<file path="config.mk">
export PLATFORM = sky130hd
export DESIGN_NAME = clken_dds_gen_flat
export DESIGN_NICKNAME = d
export VERILOG_FILES = /design/src/rtl/clken_dds_if.sv /design/src/rtl/clken_dds_gen.sv /design/src/flat_wrapper.sv
export SDC_FILE = /design/constraint.sdc
export NUM_CORES = 1
export LEC_CHECK = 0
export BUFFER_PORTS_ARGS = -buffer_cell sky130_fd_sc_hd__buf_2
export CORE_ASPECT_RATIO = 0.5
export CORE_MARGIN = 2
export CORE_UTILIZATION = 45
export DETAILED_ROUTE_END_ITERATION = 16
export HOLD_SLACK_MARGIN = 0.1
export PLACE_DENSITY_LB_ADDON = 0.3
export REMOVE_ABC_BUFFERS = 1
export SLEW_MARGIN = 20
export SYNTH_ARGS = -nofsm -noshare
export SYNTH_HDL_FRONTEND = slang
export SYNTH_SLANG_ARGS = --single-unit
export TNS_END_PERCENT = 50
</file>
<file path="constraint.sdc">
create_clock -name clk -period 6.3 [get_ports clk]
set_clock_uncertainty 0.2 [all_clocks]
set_input_delay 0.315 -clock clk [delete_from_list [all_inputs] [get_ports clk]]
set_output_delay 0.315 -clock clk [all_outputs]
set_load 0.05 [all_outputs]
</file>
<file path="src/rtl/clken_dds_if.sv">
// Configuration request channel for clken_dds_gen: retarget one channel's phase increment.
interface clken_dds_if #(
  parameter int CHANNELS = 2,
  parameter int ACC_W    = 32
);
  localparam int CW = (CHANNELS > 1) ? $clog2(CHANNELS) : 1;

  logic             cfg_valid;
  logic             cfg_ready;
  logic [CW-1:0]    cfg_chan;
  logic [ACC_W-1:0] cfg_inc;

  modport master (output cfg_valid, cfg_chan, cfg_inc, input cfg_ready);
  modport slave  (input cfg_valid, cfg_chan, cfg_inc, output cfg_ready);
endinterface

</file>
<file path="src/rtl/clken_dds_gen.sv">
// Multi-channel DDS clock-enable generator: per-channel phase accumulators emit one-cycle
// ticks at f_clk*inc/2^ACC_W, with retuning applied at the channel's next wrap.
module clken_dds_chan #(
  parameter int             ACC_W        = 32,
  parameter logic [ACC_W-1:0] INC_INIT   = ACC_W'(32'h4083_126F),
  parameter int             SETTLE_TICKS = 16
) (
  input  logic             clk,
  input  logic             rst,
  input  logic             en,
  input  logic             wr,
  input  logic [ACC_W-1:0] wr_inc,
  output logic             tick,
  output logic             locked,
  output logic             pend,
  output logic             act_d,
  output logic             lock_d
);
  typedef enum logic [1:0] {IDLE, RUN, LOCK} st_t;

  st_t              st;
  logic [ACC_W-1:0] acc, inc, pend_inc;
  logic [7:0]       cnt;
  logic [ACC_W:0]   sum;
  logic             carry, adv, apply, hit;

  // act_d/lock_d are the next-state view, so the aggregate flag lands on the same edge as locked
  always_comb begin
    sum    = {1'b0, acc} + {1'b0, inc};
    carry  = sum[ACC_W];
    adv    = en && (st != IDLE);
    apply  = adv && carry && pend;
    hit    = adv && carry && !pend && (st == RUN) && (cnt == 8'(SETTLE_TICKS - 1));
    act_d  = (st != IDLE);
    lock_d = (st == LOCK);
    if (st == IDLE && wr) begin
      act_d  = |wr_inc;
      lock_d = 1'b0;
    end else if (apply) begin
      act_d  = |pend_inc;
      lock_d = 1'b0;
    end else if (hit) begin
      lock_d = 1'b1;
    end
  end

  always_ff @(posedge clk) begin
    if (!rst) begin
      acc      <= '0;
      inc      <= INC_INIT;
      pend     <= 1'b0;
      pend_inc <= '0;
      cnt      <= '0;
      tick     <= 1'b0;
      locked   <= 1'b0;
      st       <= (INC_INIT != '0) ? RUN : IDLE;
    end else begin
      locked <= lock_d;
      tick   <= adv && carry;
      case (st)
        IDLE: begin
          if (wr) begin
            inc <= wr_inc;
            acc <= '0;
            cnt <= '0;
            st  <= (wr_inc != '0) ? RUN : IDLE;
          end
        end
        default: begin
          if (en) begin
            acc <= sum[ACC_W-1:0];
            if (apply) begin
              // the wrap tick belongs to the old rate; the residue carries into the new one
              inc  <= pend_inc;
              cnt  <= '0;
              pend <= 1'b0;
              if (pend_inc == '0) begin
                st  <= IDLE;
                acc <= '0;
              end else begin
                st <= RUN;
              end
            end else if (carry && st == RUN) begin
              cnt <= cnt + 8'd1;
              if (hit) st <= LOCK;
            end
          end
          // a request landing on a wrap edge waits for the following wrap
          if (wr) begin
            pend     <= 1'b1;
            pend_inc <= wr_inc;
          end
        end
      endcase
    end
  end
endmodule

module clken_dds_gen #(
  parameter int               CHANNELS     = 2,
  parameter int               ACC_W        = 32,
  parameter logic [ACC_W-1:0] INC_INIT     = ACC_W'(32'h4083_126F),
  parameter int               SETTLE_TICKS = 16
) (
  input  logic                clk,
  input  logic                rst,
  input  logic                en,
  clken_dds_if.slave          cfg,
  output logic [CHANNELS-1:0] tick,
  output logic [CHANNELS-1:0] locked,
  output logic                all_locked
);
  logic [CHANNELS-1:0] pend, act_d, lock_d;
  logic                xfer;

  assign cfg.cfg_ready = ~|pend;
  assign xfer          = cfg.cfg_valid && cfg.cfg_ready;

  for (genvar i = 0; i < CHANNELS; i++) begin : g_chan
    clken_dds_chan #(
      .ACC_W(ACC_W), .INC_INIT(INC_INIT), .SETTLE_TICKS(SETTLE_TICKS)
    ) u_chan (
      .clk    (clk),
      .rst    (rst),
      .en     (en),
      .wr     (xfer && (32'(cfg.cfg_chan) == i)),
      .wr_inc (cfg.cfg_inc),
      .tick   (tick[i]),
      .locked (locked[i]),
      .pend   (pend[i]),
      .act_d  (act_d[i]),
      .lock_d (lock_d[i])
    );
  end

  // stopped channels are excluded; nothing active means not locked
  always_ff @(posedge clk) begin
    if (!rst) all_locked <= 1'b0;
    else      all_locked <= (|act_d) && (&(lock_d | ~act_d));
  end
endmodule
</file>
<file path="src/flat_wrapper.sv">
// flat-port wrapper written by rule: the top's interface ports become plain ports
module clken_dds_gen_flat 
#(
  parameter int               CHANNELS     = 2,
  parameter int               ACC_W        = 32,
  parameter logic [ACC_W-1:0] INC_INIT     = ACC_W'(32'h4083_126F),
  parameter int               SETTLE_TICKS = 16
)
  (clk, rst, en, tick, locked, all_locked, cfg_cfg_valid, cfg_cfg_chan, cfg_cfg_inc, cfg_cfg_ready);
  clken_dds_if #(.CHANNELS(CHANNELS), .ACC_W(ACC_W)) cfg_i ();
  input  logic clk;
  input  logic rst;
  input  logic en;
  output logic [CHANNELS-1:0] tick;
  output logic [CHANNELS-1:0] locked;
  output logic all_locked;
  input wire logic [$bits(cfg_i.cfg_valid)-1:0] cfg_cfg_valid;
  input wire logic [$bits(cfg_i.cfg_chan)-1:0] cfg_cfg_chan;
  input wire logic [$bits(cfg_i.cfg_inc)-1:0] cfg_cfg_inc;
  output wire logic [$bits(cfg_i.cfg_ready)-1:0] cfg_cfg_ready;
  assign cfg_i.cfg_valid = cfg_cfg_valid;
  assign cfg_i.cfg_chan = cfg_cfg_chan;
  assign cfg_i.cfg_inc = cfg_cfg_inc;
  assign cfg_cfg_ready = cfg_i.cfg_ready;
  clken_dds_gen #(.CHANNELS(CHANNELS), .ACC_W(ACC_W), .INC_INIT(INC_INIT), .SETTLE_TICKS(SETTLE_TICKS)) u_core (.clk(clk), .rst(rst), .en(en), .cfg(cfg_i), .tick(tick), .locked(locked), .all_locked(all_locked));
endmodule
</file>
==> impl_results.html, run 1 <==
<table>
<tr><th>Metric</th><th>Value</th></tr>
<tr><th colspan="2">Global routing</th></tr>
<tr><td>Met1 Usage GRT</td><td>31.6%</td></tr>
<tr><td>Most used routing layer</td><td>met2</td></tr>
<tr><td>Met2 routing resource usage after global routing</td><td>a little over a third</td></tr>
<tr><td>Met3 usage in global routing</td><td>2.80%</td></tr>
<tr><td>Number of global-route vias before repair</td><td>10197</td></tr>
<tr><td>Global-route wire length before repair</td><td>51900 um</td></tr>
<tr><td>Total global routing overflow</td><td>0</td></tr>
<tr><td>Largest net degree at the start of global routing</td><td>92</td></tr>
<tr><td>Number of antenna violations at the first check in global routing</td><td>0</td></tr>
<tr><td>Gr usage total</td><td>approximately 22%</td></tr>
<tr><th colspan="2">Yosys</th></tr>
<tr><td>Count of state elements after synthesis</td><td>219</td></tr>
<tr><td>Summed instance area of the synthesized netlist</td><td>12000 um2</td></tr>
<tr><td>Compound-cell area share of the yosys netlist</td><td>24.9%</td></tr>
<tr><td>Warnings from Yosys</td><td>0</td></tr>
<tr><td>Number of synthesized flops with an enable pin</td><td>0</td></tr>
<tr><td>Fraction of synthesized cell area in xor and xnor cells</td><td>3.87%</td></tr>
<tr><td>Dominant combinational cell family by area after synthesis</td><td>compound AO/OA/AOI/OAI gates</td></tr>
<tr><td>Library cells used by synthesis</td><td>76</td></tr>
<tr><td>Simple-gate portion of the synthesized area</td><td>around 23%</td></tr>
<tr><td>Sequential-to-total area share from yosys stat</td><td>36.5%</td></tr>
<tr><td>Portion of netlist area occupied by mux cells</td><td>0.167%</td></tr>
<tr><td>Post-Syn Area per Cell</td><td>7.87 um2</td></tr>
<tr><td>Dominant register cell in the synthesized netlist</td><td>sky130_fd_sc_hd__dfxtp_1</td></tr>
<tr><td>Share of async-settable or async-resettable flops after synthesis</td><td>0%</td></tr>
<tr><td>Gate count of the mapped netlist</td><td>1524</td></tr>
<tr><td>Adder-Cell Fraction of Synth Area</td><td>under 10%</td></tr>
<tr><th colspan="2">Detailed routing</th></tr>
<tr><td>Detail-routed net length per standard cell</td><td>16.7 um</td></tr>
<tr><td>Detailed-route DRC error count</td><td>0</td></tr>
<tr><td>Remaining antenna violation count after routing</td><td>0</td></tr>
<tr><td>DRT Wirelength</td><td>about 32000 um</td></tr>
<tr><td>Violation count after the first detailed-route iteration</td><td>~1100</td></tr>
<tr><td>Post-detailed-route via-to-cell ratio</td><td>5.83</td></tr>
<tr><td>Number of vias in the routed layout</td><td>11163</td></tr>
<tr><td>1st-pass router iterations</td><td>7</td></tr>
<tr><th colspan="2">Timing</th></tr>
<tr><td>Setup repair after global routing missed its margin</td><td>false</td></tr>
<tr><td>Maximum achievable frequency</td><td>roughly 250 MHz</td></tr>
<tr><td>Worst max-slew margin expressed relative to the limit</td><td>27.4%</td></tr>
<tr><td>Portion of the clock cycle consumed by the worst path in the final layout</td><td>about 63%</td></tr>
<tr><td>Final count of negative-setup-slack endpoints</td><td>0</td></tr>
<tr><td>Worst Max-Slew Pin Slew</td><td>about 1100 ps</td></tr>
<tr><td>Min cycle time layout</td><td>roughly 3900 ps</td></tr>
<tr><td>Setup TNS</td><td>0 ps</td></tr>
<tr><td>Number of endpoints with negative hold slack in the final report</td><td>0</td></tr>
<tr><td>Slew Viols, Final</td><td>0</td></tr>
<tr><td>Worst setup slack after layout</td><td>2350 ps</td></tr>
<tr><th colspan="2">Clocking</th></tr>
<tr><td>Number of gates resized after CTS</td><td>0</td></tr>
<tr><td>Clock buffers created by TritonCTS</td><td>23</td></tr>
<tr><td>Clock Latency Late Sink</td><td>~520 ps</td></tr>
<tr><td>Count of H-tree levels built during CTS</td><td>1</td></tr>
<tr><td>Clock tree from TritonCTS</td><td>done</td></tr>
<tr><td>Root cell of the clock tree</td><td>sky130_fd_sc_hd__clkbuf_16</td></tr>
<tr><td>Total number of clock tree sinks</td><td>roughly 220</td></tr>
<tr><td>Buffers from clock root to sink, at most</td><td>3</td></tr>
<tr><td>Clock input transition at the sequential cells of the worst setup and hold paths</td><td>roughly 60 ps</td></tr>
<tr><th colspan="2">Die</th></tr>
<tr><td>Horizontal die dimension</td><td>235 um</td></tr>
<tr><td>Die area</td><td>28100 um2</td></tr>
<tr><td>Starting Density</td><td>a little under half</td></tr>
<tr><td>Number of cell rows</td><td>42</td></tr>
<tr><td>Area of the placeable core</td><td>26300 um2</td></tr>
<tr><td>Top Ports</td><td>43</td></tr>
<tr><td>Die height</td><td>between 100 and 150 um</td></tr>
<tr><th colspan="2">Hold path</th></tr>
<tr><td>Worst hold-check path type</td><td>in -&gt; reg</td></tr>
<tr><td>Hold Crit Depth</td><td>3</td></tr>
<tr><th colspan="2">Critical path</th></tr>
<tr><td>Flop-to-flop setup slack</td><td>2350 ps</td></tr>
<tr><td>Number of cell instances on the worst register-to-register path</td><td>14</td></tr>
<tr><td>Element type at the critical path start</td><td>flop</td></tr>
<tr><td>Type of the setup path with the least slack</td><td>reg -&gt; reg</td></tr>
<tr><td>Arrival time reported for the critical path endpoint</td><td>approximately 4100 ps</td></tr>
<tr><td>Worst setup EP type</td><td>flop</td></tr>
<tr><td>Critical-path maximum fanout</td><td>67</td></tr>
<tr><td>Critical Path RT</td><td>6470 ps</td></tr>
<tr><th colspan="2">Final layout</th></tr>
<tr><td>Multi-input gate area</td><td>7160 um2</td></tr>
<tr><td>Layout-stage area growth over the synthesis result</td><td>13.1%</td></tr>
<tr><td>Antenna cells</td><td>0</td></tr>
<tr><td>Number of fill cells in the layout</td><td>2434</td></tr>
<tr><td>Area taken by flip-flops and latches</td><td>approximately 4400 um2</td></tr>
<tr><td>Final nets</td><td>1652</td></tr>
<tr><td>Fraction of layout instances using a drive strength above 1</td><td>8.89%</td></tr>
<tr><th colspan="2">Run status</th></tr>
<tr><td>Outcome</td><td>complete, no violations</td></tr>
<tr><th colspan="2">Power and ir drop</th></tr>
<tr><td>Maximum ir drop on the vdd rail</td><td>0.233 mV</td></tr>
<tr><td>Pwr Density</td><td>254 nW/um2</td></tr>
<tr><td>Cell leakage power</td><td>5.33 nW</td></tr>
<tr><th colspan="2">Placement</th></tr>
<tr><td>Total half-perimeter wirelength after legalization and detailed placement</td><td>21500 um</td></tr>
<tr><td>Port Buffer Count</td><td>42</td></tr>
<tr><td>Minimum setup slack after placement</td><td>2120 ps</td></tr>
<tr><td>Final weighted congestion of routability-driven global placement</td><td>about 0.88</td></tr>
<tr><th colspan="2">Run</th></tr>
<tr><td>Max-cap violation count</td><td>0</td></tr>
</table>
[worst paths after layout]
path                                                 startpoint                         endpoint
worst max-delay path             u_core.g_chan[0].u_chan.inc[0]   u_core.g_chan[0].u_chan.inc[0]
worst min-delay path                                        rst  u_core.g_chan[1].u_chan.inc[12]
worst max register to register   u_core.g_chan[0].u_chan.inc[0]   u_core.g_chan[0].u_chan.inc[0]
worst min register to register  u_core.g_chan[1].u_chan.acc[29]  u_core.g_chan[1].u_chan.acc[29]
[power breakdown]
group	switching (mW)	leakage, nW	internal, mW
Clock	0.584	0.423	0.980
Sequential	0.0358	1.78	1.43
Combinational	0.247	3.13	0.165
[final cells by class]
| class | instances | area share (%) |
|---|---|---|
| Multi-Input combinational cell | 1193 | 52.8 |
| Clock buffer | 33 | 4.89 |
| Timing Repair Buffer | 85 | 4.54 |
| Clock inverter | 9 | 1.49 |
| Inverter | 25 | 0.729 |
| Tap cell | 352 | 3.25 |
| Sequential cell | 219 | 32.3 |
[repair_timing]
action | in CTS | in global routing
hold buffers | 33 | 0
setup buffers | 0 | 0
endpoints found under the hold margin | 127 | 0
[sequential cells by signal, summed over array words and instances (netlist names)]
signal	flops
u_core.g_chan.u_chan.inc	64
u_core.all_locked	1
u_core.g_chan.u_chan.tick	2
u_core.g_chan.u_chan.pend	2
u_core.g_chan.u_chan.cnt	16
u_core.g_chan.u_chan.st	4
u_core.g_chan.u_chan.acc	64
u_core.g_chan.u_chan.locked	2
u_core.g_chan.u_chan.pend_inc	64
[per-layer routing]
metal  vias to the layer above  wire length (um)  share of wire, %
li1                       5473                 -                 -
met4                         0               619               1.9
met1                      5330             15400                48
met5                         -                 0                 0
met2                       316             14300                45
met3                        44              1630               5.1
[worst max-delay path, cell delays in order, from the launching register on]
cell                       delay, ps
sky130_fd_sc_hd__dfxtp_1         340
sky130_fd_sc_hd__ha_1            190
sky130_fd_sc_hd__inv_1            70
sky130_fd_sc_hd__fa_1            410
sky130_fd_sc_hd__nor2b_1         170
sky130_fd_sc_hd__o21ai_1         110
sky130_fd_sc_hd__a211o_1         310
sky130_fd_sc_hd__nand3_2         110
sky130_fd_sc_hd__nand3_2         150
sky130_fd_sc_hd__a211oi_2        420
sky130_fd_sc_hd__nor2_1          170
sky130_fd_sc_hd__o31ai_4         240
sky130_fd_sc_hd__buf_4           540
sky130_fd_sc_hd__and3_1          260
sky130_fd_sc_hd__o21ai_0          80
[cell families (layout without fill, tap and decap cells)]
logic type,after synthesis,after routing
buf+inv,112,152
mux,2,2
flops,219,219
compound gates,430,430
simple gates,640,640
fa+ha+maj,68,68
xor+xnor,53,53
[Yosys cell counts, types with 14 or more instances]
| cell type | instances | area (um2) |
|---|---|---|
| sky130_fd_sc_hd__nor4_1 | 27 | 169 |
| sky130_fd_sc_hd__a21o_1 | 43 | 323 |
| sky130_fd_sc_hd__a311oi_2 | 18 | 270 |
| sky130_fd_sc_hd__dfxtp_1 | 219 | 4380 |
| sky130_fd_sc_hd__nand2_1 | 329 | 1230 |
| sky130_fd_sc_hd__inv_1 | 24 | 90.1 |
| sky130_fd_sc_hd__ha_1 | 66 | 826 |
| sky130_fd_sc_hd__a31oi_1 | 14 | 87.6 |
| sky130_fd_sc_hd__a21oi_1 | 135 | 676 |
| sky130_fd_sc_hd__nand3_1 | 33 | 165 |
| sky130_fd_sc_hd__and3_1 | 24 | 150 |
| sky130_fd_sc_hd__nand2b_1 | 15 | 93.8 |
| sky130_fd_sc_hd__nor2_1 | 150 | 563 |
| sky130_fd_sc_hd__xnor2_1 | 34 | 298 |
| sky130_fd_sc_hd__clkbuf_1 | 61 | 229 |
| sky130_fd_sc_hd__a22oi_1 | 46 | 345 |
| sky130_fd_sc_hd__a311oi_1 | 24 | 210 |
| sky130_fd_sc_hd__o21ai_0 | 56 | 280 |
| sky130_fd_sc_hd__xor2_1 | 19 | 166 |
[cell usage in the layout (no fill, tap or decap), types with 8 or more instances in the layout]
cell | Yosys | layout
sky130_fd_sc_hd__a21o_1 | 43 | 43
sky130_fd_sc_hd__a21oi_1 | 135 | 135
sky130_fd_sc_hd__a22oi_1 | 46 | 46
sky130_fd_sc_hd__a311oi_1 | 24 | 24
sky130_fd_sc_hd__a311oi_2 | 18 | 18
sky130_fd_sc_hd__a31oi_1 | 14 | 14
sky130_fd_sc_hd__and3_1 | 24 | 24
sky130_fd_sc_hd__buf_2 | 10 | 42
sky130_fd_sc_hd__buf_4 | 11 | 10
sky130_fd_sc_hd__clkbuf_16 | 0 | 23
sky130_fd_sc_hd__dfxtp_1 | 219 | 219
sky130_fd_sc_hd__dlygate4sd3_1 | 0 | 33
sky130_fd_sc_hd__ha_1 | 66 | 66
sky130_fd_sc_hd__inv_1 | 24 | 23
sky130_fd_sc_hd__nand2_1 | 329 | 328
sky130_fd_sc_hd__nand2b_1 | 15 | 15
sky130_fd_sc_hd__nand3_1 | 33 | 33
sky130_fd_sc_hd__nand4_1 | 13 | 13
sky130_fd_sc_hd__nor2_1 | 150 | 147
sky130_fd_sc_hd__nor2b_1 | 8 | 8
sky130_fd_sc_hd__nor3_1 | 11 | 9
sky130_fd_sc_hd__nor4_1 | 27 | 27
sky130_fd_sc_hd__o211ai_1 | 8 | 8
sky130_fd_sc_hd__o21a_1 | 8 | 8
sky130_fd_sc_hd__o21ai_0 | 56 | 56
sky130_fd_sc_hd__o21ai_1 | 13 | 13
sky130_fd_sc_hd__o21bai_1 | 10 | 10
sky130_fd_sc_hd__or3_1 | 8 | 8
sky130_fd_sc_hd__xnor2_1 | 34 | 34
sky130_fd_sc_hd__xor2_1 | 19 | 19
[metrics by stage]
step	util [%]	instances	hold slack, ps	instance area [um2]	total power, mW
6_report	51.5	1916	99.7	13600	3.45
5_1_grt	51.5	1916	114	13600	3.57
4_1_cts	51.5	1916	100	13600	3.46
3_5_place_dp	46.9	1841	251	12400	1.89
3_3_place_gp	46.9	1841	238	12400	1.87
2_1_floorplan	-	1437	177	11600	1.77
(Power assumes the default switching activity.)
==> run 2: changes to the inputs <==
--- a/config.mk
+++ b/config.mk
@@ -5,6 +5,7 @@
 export SDC_FILE = /design/constraint.sdc
 export NUM_CORES = 1
 export LEC_CHECK = 0
+export ABC_AREA = 1
 export BUFFER_PORTS_ARGS = -buffer_cell sky130_fd_sc_hd__buf_2
 export CORE_ASPECT_RATIO = 0.5
 export CORE_MARGIN = 2
==> constraint.sdc (replaced) <==
create_clock -name clk -period 3.2 [get_ports clk]
set_clock_uncertainty 0.2 [all_clocks]
set_input_delay 0.16 -clock clk [delete_from_list [all_inputs] [get_ports clk]]
set_output_delay 0.16 -clock clk [all_outputs]
set_load 0.05 [all_outputs]
==> run 2 against run 1 <==
  * Synthesized cell count increased by 27%
  * Flip-flop and latch count unchanged
  * Power grew 90%
  * Critical path depth grew 5
  * Worst setup slack lost 2100 ps
  * Cell count is 24% higher
  * Via count rose by 14%
  * Largest power group is now sequential cells
==> impl_results.html, run 2 <==
<table>
<tr><th>Metric</th><th>Value</th></tr>
<tr><th colspan="2">Final layout</th></tr>
<tr><td>Layout-stage area growth over the synthesis result</td><td>13.3%</td></tr>
<tr><td>Most common library cell in the layout ignoring fill and taps</td><td>sky130_fd_sc_hd__nand2_1</td></tr>
<tr><td>Largest regs</td><td>u_core.g_chan.u_chan.acc: 64 flops, u_core.g_chan.u_chan.inc: 64 flops, u_core.g_chan.u_chan.pend_inc: 64 flops</td></tr>
<tr><td>Final Core Density</td><td>52.2% (+0.69 points)</td></tr>
<tr><td>Number of fill cells in the layout</td><td>2753 (+13%)</td></tr>
<tr><td>Final nets</td><td>2087 (+26%)</td></tr>
<tr><td>Commonest cells after routing, fill and taps aside</td><td>562 x sky130_fd_sc_hd__nand2_1, 219 x sky130_fd_sc_hd__dfxtp_1, 207 x sky130_fd_sc_hd__a21oi_1</td></tr>
<tr><td>Antenna cells</td><td>0 (unchanged)</td></tr>
<tr><td>Fraction of layout instances using a drive strength above 1</td><td>6.66% (-2.2 points)</td></tr>
<tr><th colspan="2">Critical path</th></tr>
<tr><td>Critical Path RT</td><td>3410 ps (-3060 ps)</td></tr>
<tr><td>Number of cell instances on the worst register-to-register path</td><td>19 (+5)</td></tr>
<tr><td>Flop-to-flop setup slack</td><td>270 ps (-2080 ps)</td></tr>
<tr><td>Cell with the largest stage delay on the worst path</td><td>sky130_fd_sc_hd__fa_1</td></tr>
<tr><td>Critical R2R Capture</td><td>u_core.g_chan[0].u_chan.cnt[2]</td></tr>
<tr><td>Reg2Reg Launch Point</td><td>u_core.g_chan[0].u_chan.inc[0]</td></tr>
<tr><td>Delay-heaviest family, CP</td><td>simple AND/OR/NAND/NOR gates</td></tr>
<tr><td>Type of the setup path with the least slack</td><td>reg -&gt; reg</td></tr>
<tr><td>Element type at the critical path start</td><td>flop</td></tr>
<tr><td>Arrival time reported for the critical path endpoint</td><td>3140 ps (-980 ps)</td></tr>
<tr><td>Delay contributed by the slowest stage of the critical path</td><td>390 ps (-150 ps)</td></tr>
<tr><td>Critical path's most frequent cell</td><td>sky130_fd_sc_hd__nand2_1</td></tr>
<tr><td>Worst setup EP type</td><td>flop</td></tr>
<tr><td>Critical-path maximum fanout</td><td>13 (-81%)</td></tr>
<tr><td>Ordered list of cells on the worst path</td><td>ha_1 &gt; inv_1 &gt; fa_1 &gt; inv_1 &gt; nand2_1 &gt; nand2_1 &gt; nand3_1 &gt; nand2_1 &gt; nand2_1 &gt; nand2_2 &gt; nand2_1 &gt; nand2_4 &gt; nand3_4 &gt; nand2_8 &gt; inv_2 &gt; nand2_2 &gt; o21ai_0 &gt; inv_1 &gt; nor2_1</td></tr>
<tr><td>Buffering stage count on the worst path with inverters included</td><td>4 (+2)</td></tr>
<tr><th colspan="2">Power and ir drop</th></tr>
<tr><td>Cell leakage power</td><td>6.60 nW (+24%)</td></tr>
<tr><td>Maximum ir drop on the vdd rail</td><td>0.298 mV (+28%)</td></tr>
<tr><td>Pwr Density</td><td>449 nW/um2 (+77%)</td></tr>
<tr><th colspan="2">Yosys</th></tr>
<tr><td>Summed instance area of the synthesized netlist</td><td>12900 um2 (+7.2%)</td></tr>
<tr><td>Library cells used by synthesis</td><td>38 (-50%)</td></tr>
<tr><td>Largest cells by area after synthesis</td><td>sky130_fd_sc_hd__dfxtp_1 34%, sky130_fd_sc_hd__nand2_1 16%, sky130_fd_sc_hd__a21oi_1 8.1%</td></tr>
<tr><td>Ranking of synthesized cells by instance count</td><td>562 x sky130_fd_sc_hd__nand2_1, 219 x sky130_fd_sc_hd__dfxtp_1, 207 x sky130_fd_sc_hd__a21oi_1, 167 x sky130_fd_sc_hd__inv_1, 167 x sky130_fd_sc_hd__nor2_1</td></tr>
<tr><td>Warnings from Yosys</td><td>0 (unchanged)</td></tr>
<tr><td>Fraction of post-synthesis cell area in the top cell type by area</td><td>34.1% (-2.5 points)</td></tr>
<tr><td>Dominant register cell in the synthesized netlist</td><td>sky130_fd_sc_hd__dfxtp_1</td></tr>
<tr><td>Number of synthesized flops with an enable pin</td><td>0 (unchanged)</td></tr>
<tr><td>Most repeated cell in the gate-level netlist after synthesis</td><td>sky130_fd_sc_hd__nand2_1</td></tr>
<tr><td>Post-Syn Area per Cell</td><td>6.66 um2 (-15%)</td></tr>
<tr><td>Share of async-settable or async-resettable flops after synthesis</td><td>0% (unchanged)</td></tr>
<tr><td>Sequential-to-total area share from yosys stat</td><td>34.1% (-2.5 points)</td></tr>
<tr><td>Count of state elements after synthesis</td><td>219 (unchanged)</td></tr>
<tr><td>Gate count of the mapped netlist</td><td>1931 (+27%)</td></tr>
<tr><td>Largest area contributor in the netlist</td><td>sky130_fd_sc_hd__dfxtp_1</td></tr>
<tr><th colspan="2">Clocking</th></tr>
<tr><td>Clock tree from TritonCTS</td><td>done</td></tr>
<tr><td>Count of H-tree levels built during CTS</td><td>1 (unchanged)</td></tr>
<tr><td>Total number of clock tree sinks</td><td>219 (unchanged)</td></tr>
<tr><td>Clock buffers created by TritonCTS</td><td>22 (-4.3%)</td></tr>
<tr><td>Root cell of the clock tree</td><td>sky130_fd_sc_hd__clkbuf_16</td></tr>
<tr><td>Buffers from clock root to sink, at most</td><td>3 (unchanged)</td></tr>
<tr><td>Clock Latency Late Sink</td><td>510 ps (about the same)</td></tr>
<tr><td>Clock input transition at the sequential cells of the worst setup and hold paths</td><td>60 ps (about the same)</td></tr>
<tr><th colspan="2">Timing</th></tr>
<tr><td>Slew Viols, Final</td><td>0 (unchanged)</td></tr>
<tr><td>Number of endpoints with negative hold slack in the final report</td><td>0 (unchanged)</td></tr>
<tr><td>Maximum achievable frequency</td><td>341 MHz (+35%)</td></tr>
<tr><td>Final worst hold slack</td><td>271 ps (+171 ps)</td></tr>
<tr><td>Final count of negative-setup-slack endpoints</td><td>0 (unchanged)</td></tr>
<tr><td>Worst Max-Slew Pin Slew</td><td>825 ps (-265 ps)</td></tr>
<tr><td>Worst max-slew margin expressed relative to the limit</td><td>44.9% (+18 points)</td></tr>
<tr><td>Min cycle time layout</td><td>2930 ps (-1020 ps)</td></tr>
<tr><td>Portion of the clock cycle consumed by the worst path in the final layout</td><td>91.6% (+29 points)</td></tr>
<tr><td>Setup repair after global routing missed its margin</td><td>false</td></tr>
<tr><th colspan="2">Detailed routing</th></tr>
<tr><td>Detailed-route DRC error count</td><td>0 (unchanged)</td></tr>
<tr><td>Post-detailed-route via-to-cell ratio</td><td>5.33 (-8.5%)</td></tr>
<tr><td>Detail-routed net length per standard cell</td><td>15.0 um (-10%)</td></tr>
<tr><td>Violation count after the first detailed-route iteration</td><td>1247 (+8.7%)</td></tr>
<tr><td>Number of vias in the routed layout</td><td>12686 (+14%)</td></tr>
<tr><td>Remaining antenna violation count after routing</td><td>0 (unchanged)</td></tr>
<tr><td>DRT Wirelength</td><td>35600 um (+11%)</td></tr>
<tr><td>1st-pass router iterations</td><td>6 (-1)</td></tr>
<tr><th colspan="2">Global routing</th></tr>
<tr><td>Global-route wire length before repair</td><td>58000 um (+12%)</td></tr>
<tr><td>Number of antenna violations at the first check in global routing</td><td>0 (unchanged)</td></tr>
<tr><td>Number of global-route vias before repair</td><td>11598 (+14%)</td></tr>
<tr><td>Total global routing overflow</td><td>0 (unchanged)</td></tr>
<tr><td>Gr usage total</td><td>23.6% (+1.4 points)</td></tr>
<tr><td>Largest net degree at the start of global routing</td><td>69 (-25%)</td></tr>
<tr><th colspan="2">Die</th></tr>
<tr><td>Die height</td><td>124 um (+3.4%)</td></tr>
<tr><td>Horizontal die dimension</td><td>243 um (+3.5%)</td></tr>
<tr><td>Die area</td><td>30000 um2 (+7.1%)</td></tr>
<tr><td>Starting Density</td><td>46.1% (+0.51 points)</td></tr>
<tr><td>Top Ports</td><td>43 (unchanged)</td></tr>
<tr><td>Area of the placeable core</td><td>27900 um2 (+6.1%)</td></tr>
<tr><td>Number of cell rows</td><td>43 (+2.4%)</td></tr>
<tr><th colspan="2">Run</th></tr>
<tr><td>Max-cap violation count</td><td>0 (unchanged)</td></tr>
<tr><th colspan="2">Run status</th></tr>
<tr><td>Outcome</td><td>complete, no violations</td></tr>
<tr><th colspan="2">Placement</th></tr>
<tr><td>Final weighted congestion of routability-driven global placement</td><td>0.892 (+1.2%)</td></tr>
<tr><td>Total half-perimeter wirelength after legalization and detailed placement</td><td>25100 um (+17%)</td></tr>
<tr><td>Port Buffer Count</td><td>42 (unchanged)</td></tr>
<tr><th colspan="2">Hold path</th></tr>
<tr><td>Worst hold-check path type</td><td>reg -&gt; reg</td></tr>
<tr><td>Hold EP</td><td>u_core.g_chan[1].u_chan.acc[20]</td></tr>
<tr><td>Start point of the worst min-delay path</td><td>u_core.g_chan[1].u_chan.acc[20]</td></tr>
<tr><td>Hold Crit Depth</td><td>2 (-1)</td></tr>
</table>
## run 2: cells by family (layout without fill, tap and decap cells)
kind of cell    after synthesis  in the layout  synth area share, %
fa+ha+maj                    68             68                 6.73
flops                       219            219                 34.1
buf+inv                     249            314                 7.85
simple gates                908            909                 29.5
compound gates              441            441                 18.7
xor+xnor                     46             46                 3.13
## run 2: power breakdown
| part | switching [mW] | internal [mW] | leakage [nW] |
|---|---|---|---|
| Sequential | 0.0882 | 2.85 | 1.78 |
| Clock | 1.14 | 1.55 | 0.367 |
| Combinational | 0.574 | 0.343 | 4.45 |
## run 2: worst max path at each step
| stage | endpoint | cells past startpoint | slack (ps) | start |
|---|---|---|---|---|
| floorplan | u_core.g_chan[0].u_chan.pend_inc[27] | 8 | -690 | u_core.g_chan[0].u_chan.pend |
| global placement | u_core.g_chan[0].u_chan.cnt[2] | 19 | 260 | u_core.g_chan[0].u_chan.inc[0] |
| detailed placement | u_core.g_chan[0].u_chan.cnt[2] | 19 | 190 | u_core.g_chan[0].u_chan.inc[0] |
| CTS | u_core.g_chan[0].u_chan.acc[30] | 16 | 170 | u_core.g_chan[0].u_chan.acc[0] |
| global route | u_core.g_chan[1].u_chan.inc[4] | 17 | 7 | u_core.g_chan[1].u_chan.inc[0] |
| finish | u_core.g_chan[0].u_chan.cnt[2] | 19 | 270 | u_core.g_chan[0].u_chan.inc[0] |
## run 2: layer usage
layer  share of wire (%)  track usage [%]  wire (um)
met2                  43             38.0      15200
met5                   0                0          0
met4                 1.9             5.71        684
met3                 5.5             3.08       1960
met1                  50             33.7      17800
## run 2: worst register-to-register path, delay by kind of cell (launching register included)
family                   cells  cell delay (ps)
AO/OA/AOI/OAI                1              100
AND/OR/NAND/NOR             12             1260
buffers and inverters        4              340
flip-flops                   1              340
adder cells (fa/ha/maj)      2              590
## run 2: metrics by stage
step           setup slack [ps]  area (um2)  TNS (ps)  cells  total power, mW
4_1_cts                     168       14500         0   2376             6.58
5_1_grt                    6.83       14600         0   2379             6.85
3_3_place_gp                258       13400         0   2296             3.85
2_1_floorplan              -685       12500    -28780   1854             3.59
6_report                    269       14600         0   2379             6.55
3_5_place_dp                187       13400         0   2296             3.86
## run 2: what timing repair did
item                       CTS  global route
hold buffers                41             0
hold endpoints to repair   139             0
resized for setup            0             3
setup endpoints to repair    0            39
setup buffers                0             2
## run 2: area by class of cell
class / count / area (um2) / share of cell area [%]
sequential: 219 / 4380 / 30.1
timing repair buffer: 103 / 811 / 5.56
tap: 382 / 478 / 3.28
multi-input combinational: 1464 / 7520 / 51.6
inverter: 172 / 646 / 4.43
clock inverter: 12 / 123 / 0.841
clock buffer: 27 / 621 / 4.26
==> run 3: changes to the inputs <==
--- a/config.mk
+++ b/config.mk
@@ -17,5 +17,6 @@
 export SLEW_MARGIN = 20
 export SYNTH_ARGS = -nofsm -noshare
 export SYNTH_HDL_FRONTEND = slang
+export SYNTH_HIERARCHICAL = 1
 export SYNTH_SLANG_ARGS = --single-unit
 export TNS_END_PERCENT = 50
==> run 3 against run 2 <==
  * Critical endpoint is now u_core/g_chan[0].u_chan/acc[1]
  * Wire length is 0.96% higher
  * Clock power grew 2%
  * Design area is 2.9% higher
  * Highest routed layer unchanged
  * Synthesized area is 3.8% higher
  * Power up 0.72%
  * Die area up 3.7%
  * Via count grew 1.9%
==> impl_results.html, run 3 <==
<table>
<tr><th>Metric</th><th>Value</th></tr>
<tr><th colspan="2">Run status</th></tr>
<tr><td>Outcome</td><td>complete, no violations</td></tr>
<tr><th colspan="2">Yosys</th></tr>
<tr><td>Largest area contributor in the netlist</td><td>sky130_fd_sc_hd__dfxtp_1</td></tr>
<tr><td>Sequential-to-total area share from yosys stat</td><td>32.8% (-1.3 points)</td></tr>
<tr><td>Dominant combinational cell family by area after synthesis</td><td>simple AND/OR/NAND/NOR gates</td></tr>
<tr><td>Ranking of synthesized cells by instance count</td><td>514 x sky130_fd_sc_hd__nand2_1, 219 x sky130_fd_sc_hd__dfxtp_1, 213 x sky130_fd_sc_hd__nor2_1, 207 x sky130_fd_sc_hd__inv_1, 191 x sky130_fd_sc_hd__a21oi_1</td></tr>
<tr><td>Library cells used by synthesis</td><td>37 (-2.6%)</td></tr>
<tr><td>Fraction of post-synthesis cell area in the top cell type by area</td><td>32.8% (-1.3 points)</td></tr>
<tr><td>Number of synthesized flops with an enable pin</td><td>0 (unchanged)</td></tr>
<tr><td>Summed instance area of the synthesized netlist</td><td>13400 um2 (+3.8%)</td></tr>
<tr><td>Portion of netlist area occupied by mux cells</td><td>2.85% (+2.8 points)</td></tr>
<tr><td>Post-Syn Area per Cell</td><td>6.66 um2 (about the same)</td></tr>
<tr><td>Adder-Cell Fraction of Synth Area</td><td>6.48% (-0.25 points)</td></tr>
<tr><td>Largest cells by area after synthesis</td><td>sky130_fd_sc_hd__dfxtp_1 33%, sky130_fd_sc_hd__nand2_1 14%, sky130_fd_sc_hd__a21oi_1 7.2%</td></tr>
<tr><td>Gate count of the mapped netlist</td><td>2006 (+3.9%)</td></tr>
<tr><td>Most repeated cell in the gate-level netlist after synthesis</td><td>sky130_fd_sc_hd__nand2_1</td></tr>
<tr><td>Compound-cell area share of the yosys netlist</td><td>15.1% (-3.5 points)</td></tr>
<tr><td>Simple-gate portion of the synthesized area</td><td>31.5% (+1.9 points)</td></tr>
<tr><td>Share of async-settable or async-resettable flops after synthesis</td><td>0% (unchanged)</td></tr>
<tr><td>Count of state elements after synthesis</td><td>219 (unchanged)</td></tr>
<tr><td>Warnings from Yosys</td><td>6 (+6)</td></tr>
<tr><td>Fraction of synthesized cell area in xor and xnor cells</td><td>2.62% (-0.51 points)</td></tr>
<tr><td>Dominant register cell in the synthesized netlist</td><td>sky130_fd_sc_hd__dfxtp_1</td></tr>
<tr><th colspan="2">Global routing</th></tr>
<tr><td>Total global routing overflow</td><td>0 (unchanged)</td></tr>
<tr><td>Number of global-route vias before repair</td><td>11451 (-1.3%)</td></tr>
<tr><td>Largest net degree at the start of global routing</td><td>80 (+16%)</td></tr>
<tr><td>Global-route wire length before repair</td><td>58500 um (+0.98%)</td></tr>
<tr><td>Gr usage total</td><td>22.9% (-0.68 points)</td></tr>
<tr><td>Number of antenna violations at the first check in global routing</td><td>2 (+2)</td></tr>
<tr><th colspan="2">Placement</th></tr>
<tr><td>Port Buffer Count</td><td>42 (unchanged)</td></tr>
<tr><td>Final weighted congestion of routability-driven global placement</td><td>0.962 (+7.7%)</td></tr>
<tr><td>Total half-perimeter wirelength after legalization and detailed placement</td><td>25400 um (+1.3%)</td></tr>
<tr><td>Area post-placement</td><td>13900 um2 (+3.7%)</td></tr>
<tr><td>Dpl cells</td><td>2384 (+3.8%)</td></tr>
<tr><th colspan="2">Detailed routing</th></tr>
<tr><td>1st-pass router iterations</td><td>5 (-1)</td></tr>
<tr><td>Remaining antenna violation count after routing</td><td>0 (unchanged)</td></tr>
<tr><td>Number of vias in the routed layout</td><td>12923 (+1.9%)</td></tr>
<tr><td>Violation count after the first detailed-route iteration</td><td>1237 (-0.80%)</td></tr>
<tr><td>Post-detailed-route via-to-cell ratio</td><td>5.25 (-1.5%)</td></tr>
<tr><td>Met1 Wirelength</td><td>17900 um (+0.40%)</td></tr>
<tr><td>Detail-routed net length per standard cell</td><td>14.6 um (-2.4%)</td></tr>
<tr><td>Met3 Wirelength</td><td>1950 um (-0.36%)</td></tr>
<tr><td>Detailed-route DRC error count</td><td>0 (unchanged)</td></tr>
<tr><td>DRT Wirelength</td><td>35900 um (+0.96%)</td></tr>
<tr><td>Met2 wire length</td><td>15200 um (+0.37%)</td></tr>
<tr><td>Top metal layer carrying routed signals</td><td>met4</td></tr>
<tr><th colspan="2">Die</th></tr>
<tr><td>Number of cell rows</td><td>44 (+2.3%)</td></tr>
<tr><td>Horizontal die dimension</td><td>248 um (+1.9%)</td></tr>
<tr><td>Starting Density</td><td>45.9% (-0.20 points)</td></tr>
<tr><td>Die height</td><td>126 um (+1.8%)</td></tr>
<tr><td>Top Ports</td><td>43 (unchanged)</td></tr>
<tr><td>Area of the placeable core</td><td>29100 um2 (+4.3%)</td></tr>
<tr><td>Die area</td><td>31200 um2 (+3.7%)</td></tr>
<tr><th colspan="2">Power and ir drop</th></tr>
<tr><td>Pwr Density</td><td>439 nW/um2 (-2.2%)</td></tr>
<tr><td>Maximum ir drop on the vdd rail</td><td>0.329 mV (+10%)</td></tr>
<tr><td>Cell leakage power</td><td>7.24 nW (+9.7%)</td></tr>
<tr><td>Total power</td><td>6.59 mW (+0.72%)</td></tr>
<tr><th colspan="2">Final layout</th></tr>
<tr><td>Non-Filler Instances</td><td>2461 (+3.4%)</td></tr>
<tr><td>Layout-stage area growth over the synthesis result</td><td>12.3%</td></tr>
<tr><td>Final nets</td><td>2158 (+3.4%)</td></tr>
<tr><td>Fraction of layout instances using a drive strength above 1</td><td>6.53% (-0.13 points)</td></tr>
<tr><td>Area of all placed cells without fillers</td><td>15000 um2 (+2.9%)</td></tr>
<tr><td>Number of fill cells in the layout</td><td>2854 (+3.7%)</td></tr>
<tr><td>Most common library cell in the layout ignoring fill and taps</td><td>sky130_fd_sc_hd__nand2_1</td></tr>
<tr><td>Commonest cells after routing, fill and taps aside</td><td>514 x sky130_fd_sc_hd__nand2_1, 219 x sky130_fd_sc_hd__dfxtp_1, 212 x sky130_fd_sc_hd__nor2_1</td></tr>
<tr><td>Largest regs</td><td>u_core/g_chan.u_chan/acc: 64 flops, u_core/g_chan.u_chan/inc: 64 flops, u_core/g_chan.u_chan/pend_inc: 64 flops</td></tr>
<tr><th colspan="2">Clocking</th></tr>
<tr><td>Buffers from clock root to sink, at most</td><td>3 (unchanged)</td></tr>
<tr><td>Clock Latency Late Sink</td><td>520 ps (about the same)</td></tr>
<tr><td>Count of H-tree levels built during CTS</td><td>1 (unchanged)</td></tr>
<tr><td>Clock input transition at the sequential cells of the worst setup and hold paths</td><td>70 ps (about the same)</td></tr>
<tr><td>Clock buffers created by TritonCTS</td><td>23 (+4.5%)</td></tr>
<tr><td>Clock tree from TritonCTS</td><td>done</td></tr>
<tr><td>Root cell of the clock tree</td><td>sky130_fd_sc_hd__clkbuf_16</td></tr>
<tr><td>Total number of clock tree sinks</td><td>219 (unchanged)</td></tr>
<tr><th colspan="2">Timing</th></tr>
<tr><td>Setup repair after global routing missed its margin</td><td>false</td></tr>
<tr><td>Number of endpoints with negative hold slack in the final report</td><td>0 (unchanged)</td></tr>
<tr><td>Final count of negative-setup-slack endpoints</td><td>0 (unchanged)</td></tr>
<tr><td>Worst Max-Slew Pin Slew</td><td>1080 ps (+255 ps)</td></tr>
<tr><td>Final worst hold slack</td><td>132 ps (-139 ps)</td></tr>
<tr><td>Slew Viols, Final</td><td>0 (unchanged)</td></tr>
<tr><td>Maximum achievable frequency</td><td>337 MHz (-1.4%)</td></tr>
<tr><td>Portion of the clock cycle consumed by the worst path in the final layout</td><td>92.9% (+1.3 points)</td></tr>
<tr><td>Min cycle time layout</td><td>2970 ps (+41.0 ps)</td></tr>
<tr><td>Worst max-slew margin expressed relative to the limit</td><td>27.9% (-17 points)</td></tr>
<tr><th colspan="2">Critical path</th></tr>
<tr><td>Critical-path maximum fanout</td><td>13 (unchanged)</td></tr>
<tr><td>Element type at the critical path start</td><td>flop</td></tr>
<tr><td>Cell with the largest stage delay on the worst path</td><td>sky130_fd_sc_hd__nand4_2</td></tr>
<tr><td>Delay-heaviest family, CP</td><td>simple AND/OR/NAND/NOR gates</td></tr>
<tr><td>Ordered list of cells on the worst path</td><td>ha_1 &gt; inv_1 &gt; fa_1 &gt; inv_1 &gt; nand2_1 &gt; nand2_1 &gt; nand3_1 &gt; nand2_2 &gt; nand2_1 &gt; nand2_2 &gt; nand2_2 &gt; nand2_4 &gt; nand4_2 &gt; buf_4 &gt; nand3b_1 &gt; a21oi_1</td></tr>
<tr><td>Delay contributed by the slowest stage of the critical path</td><td>400 ps (about the same)</td></tr>
<tr><td>Worst setup EP type</td><td>flop</td></tr>
<tr><td>Type of the setup path with the least slack</td><td>reg -&gt; reg</td></tr>
<tr><td>Critical Path RT</td><td>3390 ps (-20 ps)</td></tr>
<tr><td>Arrival time reported for the critical path endpoint</td><td>3160 ps (+20 ps)</td></tr>
<tr><td>Buffering stage count on the worst path with inverters included</td><td>3 (-1)</td></tr>
<tr><th colspan="2">Run</th></tr>
<tr><td>Max-cap violation count</td><td>0 (unchanged)</td></tr>
<tr><th colspan="2">Hold path</th></tr>
<tr><td>Worst hold-check path type</td><td>in -&gt; reg</td></tr>
</table>
[run 3: changes by cell type after synthesis, sizes merged, moves of 5 or more]
cell / change
nor3: -11
nor2: +45
a31oi: -41
nor4: +8
nand4: +13
mux2i: +38
nand3b: +10
or2: +5
xnor2: -5
nand2: -49
a21oi: -15
nand3: +48
o21a: -6
inv: +39
[run 3: timing repair]
item,4_1_cts,5_1_grt
resized for setup,0,1
hold buffers,35,0
setup buffers,0,0
hold endpoints to repair,136,0
endpoints found under the setup margin,0,21
[run 3: layout make-up]
class,count,area (um2),share of cell area (%)
Clock inverter,12,139,0.925
Sequential cell,219,4380,29.2
Tap cell,391,489,3.26
Multi-Input combinational cell,1498,7840,52.2
Antenna cell,2,5.00,0.0333
Clock buffer,28,624,4.16
Inverter,213,800,5.33
Timing Repair Buffer,98,733,4.88
[run 3: path summary, 6_finish.rpt]
check,start,endpoint,slack (ps),cells after the start
min reg2reg,u_core/g_chan[1].u_chan/pend_inc[16],u_core/g_chan[1].u_chan/pend_inc[16],270,2
max reg2reg,u_core/g_chan[0].u_chan/acc[0],u_core/g_chan[0].u_chan/acc[1],230,16
min,cfg_cfg_valid,u_core/all_locked,130,9
max,u_core/g_chan[0].u_chan/acc[0],u_core/g_chan[0].u_chan/acc[1],230,16
[run 3: cells by family after synthesis]
group / after synthesis
simple gates: 974
buf+inv: 289
compound gates: 378
mux: 38
xor+xnor: 40
flops: 219
fa+ha+maj: 68
[run 3: per-layer routing]
metal | track usage [%] | up-vias
li1 | - | 6733
met1 | 33.9 | 5778
met2 | 34.5 | 341
met3 | 3.18 | 71
met4 | 6.48 | 0
met5 | 0 | -
[run 3: worst min-delay path, cell delays in order]
cell and delay (ps):
sky130_fd_sc_hd__buf_2 90, sky130_fd_sc_hd__nand2_1 70, sky130_fd_sc_hd__nor2_1 70, sky130_fd_sc_hd__inv_1 70, sky130_fd_sc_hd__o211ai_1 140, sky130_fd_sc_hd__inv_1 80, sky130_fd_sc_hd__nand2_1 50, sky130_fd_sc_hd__nand2_1 50
sky130_fd_sc_hd__nor2_1 30
[run 3: where the power goes]
group          total [mW]  internal [mW]  switching [mW]
sequential           2.94           2.85          0.0842
combinational       0.920          0.349           0.571
clock                2.74           1.57            1.17
total                6.59           4.77            1.82
[run 3: metrics by stage]
step	TNS (ps)	util, %	worst slack (ps)
final	0	51.5	228
after global routing	0	51.5	15.4
after CTS	0	51.5	231
after detailed placement	0	47.7	249
after global placement	0	47.7	335
after floorplan	-51060	-	-802
